===== config.mk =====
export PLATFORM = sky130hd
export DESIGN_NAME = ck_pair_gen
export DESIGN_NICKNAME = d
export VERILOG_FILES = /design/src/rtl/ck_pair_gen.sv
export SDC_FILE = /design/constraint.sdc
export NUM_CORES = 1
export LEC_CHECK = 0
export BUFFER_PORTS_ARGS = -buffer_cell sky130_fd_sc_hd__buf_2
export CORE_MARGIN = 2
export CORE_UTILIZATION = 37
export CTS_CLUSTER_SIZE = 24
export DETAILED_ROUTE_END_ITERATION = 7
export GPL_TIMING_DRIVEN = 0
export PLACE_DENSITY = 0.67
export SLEW_MARGIN = 20
export SYNTH_ARGS = -nofsm -noshare
export SYNTH_HDL_FRONTEND = slang
export SYNTH_SLANG_ARGS = --single-unit

===== constraint.sdc =====
create_clock -name clk -period 3.78 [get_ports clk]
set_input_delay 0.756 -clock clk [delete_from_list [all_inputs] [get_ports clk]]
set_output_delay 0.756 -clock clk [all_outputs]
set_load 0.02 [all_outputs]

===== src/rtl/ck_pair_gen.sv =====
// ck_pair_gen: producer side of the C_k correlation path.
// Takes one candidate sequence s and streams one (a, b) operand pair for each
// shift k = 1..SEQ_WIDTH-1. Both operands are zero in the top k positions, so
// the consumer subtracts m_pad (= k) from its match count to obtain C_k.
// All outputs come straight from flops; nothing is combinational from inputs.
module ck_pair_gen #(
  parameter int SEQ_WIDTH = 8,
  parameter int K_W       = $clog2(SEQ_WIDTH)
) (
  input  logic                 clk,
  input  logic                 rst_n,
  input  logic [SEQ_WIDTH-1:0] s_seq,
  input  logic                 s_valid,
  output logic                 s_ready,
  output logic [SEQ_WIDTH-1:0] m_a,
  output logic [SEQ_WIDTH-1:0] m_b,
  output logic [K_W-1:0]       m_k,
  output logic [K_W-1:0]       m_pad,
  output logic                 m_last,
  output logic                 m_valid,
  input  logic                 m_ready,
  output logic                 busy
);

  typedef enum logic {
    IDLE   = 1'b0,
    STREAM = 1'b1
  } state_t;

  localparam logic [K_W-1:0] K_FIRST = K_W'(1);
  localparam logic [K_W-1:0] K_LAST  = K_W'(SEQ_WIDTH - 1);

  // Operand a keeps only the low N-k bits of s (the overlap region).
  function automatic logic [SEQ_WIDTH-1:0] operand_a(input logic [SEQ_WIDTH-1:0] s,
                                                     input logic [K_W-1:0]       k);
    logic [SEQ_WIDTH-1:0] ones;
    ones = '1;
    return s & (ones >> k);
  endfunction

  // Operand b is s shifted down by k; zeros fill the vacated top positions.
  function automatic logic [SEQ_WIDTH-1:0] operand_b(input logic [SEQ_WIDTH-1:0] s,
                                                     input logic [K_W-1:0]       k);
    return s >> k;
  endfunction

  state_t               state_q, state_d;
  logic [SEQ_WIDTH-1:0] seq_q, seq_d;
  logic [SEQ_WIDTH-1:0] a_q, a_d;
  logic [SEQ_WIDTH-1:0] b_q, b_d;
  logic [K_W-1:0]       k_q, k_d;
  logic [K_W-1:0]       k_inc;
  logic                 last_q, last_d;
  logic                 valid_q, valid_d;
  logic                 ready_q, ready_d;
  logic                 busy_q, busy_d;

  // k_inc wraps only when k_q == K_LAST, where it is never used.
  assign k_inc = k_q + K_FIRST;

  // Next-state and next-output decode for the IDLE/STREAM controller.
  always_comb begin
    state_d = state_q;
    seq_d   = seq_q;
    a_d     = a_q;
    b_d     = b_q;
    k_d     = k_q;
    last_d  = last_q;
    valid_d = valid_q;
    ready_d = ready_q;
    busy_d  = busy_q;
    case (state_q)
      IDLE: begin
        if (s_valid && ready_q) begin
          seq_d   = s_seq;
          k_d     = K_FIRST;
          a_d     = operand_a(s_seq, K_FIRST);
          b_d     = operand_b(s_seq, K_FIRST);
          last_d  = (K_FIRST == K_LAST);
          valid_d = 1'b1;
          ready_d = 1'b0;
          busy_d  = 1'b1;
          state_d = STREAM;
        end
      end
      STREAM: begin
        if (valid_q && m_ready) begin
          if (last_q) begin
            // Final pair taken: clear the datapath and reopen the input.
            seq_d   = '0;
            a_d     = '0;
            b_d     = '0;
            k_d     = '0;
            last_d  = 1'b0;
            valid_d = 1'b0;
            ready_d = 1'b1;
            busy_d  = 1'b0;
            state_d = IDLE;
          end else begin
            k_d    = k_inc;
            a_d    = operand_a(seq_q, k_inc);
            b_d    = operand_b(seq_q, k_inc);
            last_d = (k_inc == K_LAST);
          end
        end
      end
      default: begin
        state_d = IDLE;
      end
    endcase
  end

  // State and output registers; reset abandons any sequence in flight.
  always_ff @(posedge clk or negedge rst_n) begin
    if (!rst_n) begin
      state_q <= IDLE;
      seq_q   <= '0;
      a_q     <= '0;
      b_q     <= '0;
      k_q     <= '0;
      last_q  <= 1'b0;
      valid_q <= 1'b0;
      ready_q <= 1'b1;
      busy_q  <= 1'b0;
    end else begin
      state_q <= state_d;
      seq_q   <= seq_d;
      a_q     <= a_d;
      b_q     <= b_d;
      k_q     <= k_d;
      last_q  <= last_d;
      valid_q <= valid_d;
      ready_q <= ready_d;
      busy_q  <= busy_d;
    end
  end

  assign s_ready = ready_q;
  assign m_a     = a_q;
  assign m_b     = b_q;
  assign m_k     = k_q;
  assign m_pad   = k_q;
  assign m_last  = last_q;
  assign m_valid = valid_q;
  assign busy    = busy_q;

endmodule


==> impl_metrics.ini <==
[yosys]
synth.avg_cell_area_um2 = 10.6
ys_seq_elements = 31
synth-edff-count = 0
synth_nets = 170
synthArstFlopShare_pct = 100
postSynthCellCount = 154
yosysSeqAreaShare_pct = 47.8
syn_area_mm2 = 0.00163
synthDistinctLibCells = 42
yosysWarnings = 0
synthFlopType = dfrtp_1

[place]
hpwl_um = 2940
routabilityCongestion = 0.860
dpl_worst_slack_ps = 1520
port_buffers = 37

[power]
p_leak_uw = 0.00103
ir_worst_vdd_mv = 0.125
seqPwrFrac_pct = 55.3
clockPowerShare_pct = 42.4
p_sw_uw = 135
power_density_mw_per_mm2 = 307
p_sw_share_pct = 22.5
p_int_uw = 465
comb_power_share_pct = 2.4

[floorplanning]
initial_core_util_pct = 37.9
io_pins = 38
coreArea_mm2 = 0.00429
die_w_um = 70.3
dieHeight_um = 70.3
dieArea_mm2 = 0.00494
placementRows = 24

[global_routing]
antenna_found_initial = 0
grt_pass1_vias = 1331
grt_usage_pct = 18.0
globalRouteOverflowTotal = 0
grt_first_pass_wirelength_um = 6840
grt_max_degree = 32

[detailed_routing]
wl_met2_um = 1880
drtPass1Iterations = 4
top_layer_used = met4
drt_wl_total_um = 4030
vias_per_cell = 5.36
dr_wl_met3_um = 183
ant_nets = 0
detailedRoute.firstIterationViolations = 114
vias = 1345
m1WireLength_um = 1890
wl_per_cell_um = 16.1
remaining_drc_errors = 0

[sta]
fmax_ghz = 0.442
drv_slew = 0
fin_ws_ps = 1520
holdWs_ps = 503
worst_pin_slew_ps = 686
setup-tns-final_ps = 0
setup_violations = 0
fin_crit_sh_pct = 59.8
hold_viol = 0
period_needed_ps = 2260
maxSlewHeadroom_pct = 54.3
skew_ps = 6.97
grt_setup_unrepaired = false

[cts]
cts_htree_levels = 2
clockBufferDepth = 2
cts_setup_buffers = 0
cts_tree = built
cts-root-buf = clkbuf_8
post_cts_resized = 0
postCtsHoldBufs = 0
cts_buffers = 5
clk_pin_slew_worst_paths_ps = 70
cts.sinks = 31
clk_latency_ps = 290

[final_layout]
nets = 214
syn_to_final_growth_pct = 20.4
final_core_util_pct = 45.6
antennaDiodeCount = 0
drive_gt1_share_pct = 32.7

[setup_path]
end_kind = flip-flop
cp.required_ps = 3950
slowest_stage = dfrtp_1
crit_fanout = 10
worst-setup-path-type = reg2reg
arrival_ps = 2430
start_kind = flip-flop
slowest_delay_ps = 450
ff2ff_path_depth = 7
crit_top_cell = mux2i_1
ff2ff_setup_slack_ps = 1520
path_cells = buf_2 -> inv_1 -> ha_1 -> mux2i_1 -> mux2i_1 -> a221oi_1 -> nor2_1

[min_path]
holdCritPathClass = reg2reg
min_path_cells = 2

[status]
status = finished, final reports clean

[run]
maxCapViolations = 0
-- area by class of cell --
type	instances	area [µm²]
buffer	10	66.3
clock buffer	7	76.3
clock inverter	1	5.00
fill	432	2340
inverter	3	11.3
multi-input combinational	110	772
sequential	31	777
tap	52	65.1
timing repair buffer	37	185
-- sequential cells by signal (all words and copies together), names as in the netlist --
name	cells
m_last	1
m_k	3
m_a	8
m_b	8
state_q	1
busy	1
s_ready	1
seq_q	8
-- through the flow --
stage	area (µm²)	total power (µW)	instances
floorplan	1630	338	154
global placement	1880	352	243
detailed placement	1880	353	243
CTS	1960	609	251
global route	1960	625	251
finish	1960	600	251
-- kinds of logic after synthesis --
kind of cell	synth area share (%)
simple gates	18.2
compound gates	16.8
flops	47.8
buf+inv	4.77
mux	7.92
fa+ha+maj	3.08
xor+xnor	1.54
-- final timing paths --
check	startpoint	endpoint
setup / recovery	m_k[0]$_DFFE_PN0P_	m_b[4]$_DFFE_PN0P_
hold / removal	m_b[5]$_DFFE_PN0P_	m_b[5]$_DFFE_PN0P_
setup reg to reg	m_k[0]$_DFFE_PN0P_	m_b[4]$_DFFE_PN0P_
hold reg to reg	m_b[5]$_DFFE_PN0P_	m_b[5]$_DFFE_PN0P_
max in group asynchronous	rst_n	seq_q[4]$_DFFE_PN0P_
min in group asynchronous	rst_n	m_k[0]$_DFFE_PN0P_
-- cell usage after synthesis, types with 3 or more instances --
| master | count | area share, % |
|---|---|---|
| dfrtp_1 | 30 | 46 |
| nor2_1 | 19 | 4.4 |
| nand2_1 | 14 | 3.2 |
| nand3_1 | 11 | 3.4 |
| a22o_1 | 6 | 3.2 |
| o21ai_0 | 6 | 1.8 |
| buf_2 | 5 | 1.5 |
| mux2i_1 | 5 | 3.1 |
| a31oi_1 | 4 | 1.5 |
| buf_4 | 4 | 1.8 |
| ha_1 | 4 | 3.1 |
| a21oi_1 | 3 | 0.92 |
| a221oi_1 | 3 | 1.6 |
| mux4_2 | 3 | 4.2 |
| o21ai_1 | 3 | 0.92 |
-- cells in the final DEF (no fill, tap or decap), types with 3 or more instances in the layout --
| master | count |
|---|---|
| o21ai_1 | 3 |
| clkbuf_8 | 5 |
| nand2_1 | 14 |
| buf_2 | 42 |
| buf_4 | 4 |
| mux4_2 | 3 |
| a21oi_1 | 3 |
| mux2i_1 | 5 |
| nor2_1 | 19 |
| nand3_1 | 11 |
| a22o_1 | 6 |
| a31oi_1 | 4 |
| a221oi_1 | 3 |
| dfrtp_1 | 30 |
| o21ai_0 | 6 |
| ha_1 | 4 |
-- metal layers --
layer | vias to the layer above | track usage, %
li1 | 650 | -
met1 | 652 | 25.0
met2 | 36 | 26.3
met3 | 7 | 5.05
met4 | 0 | 7.26
met5 | - | 0
-- worst max-delay path: cells and delay by family (launching register included) --
family,cells,cell delay [ps]
buffers and inverters,2,420
DFF,1,450
AOI/OAI and AO/OA,1,390
and+or+nand+nor,1,90
adders and majority gates,1,370
muxes,2,410
-- power groups by stage --
stage                     Combinational (µW)  Sequential, µW  Clock [µW]
final                                   14.2             332         254
after floorplan                        0.246             338           0
after global placement                  14.5             338           0
after global routing                    16.5             331         278
after detailed placement                14.9             338           0
after CTS                               14.8             332         262
(Power assumes the default switching activity.)
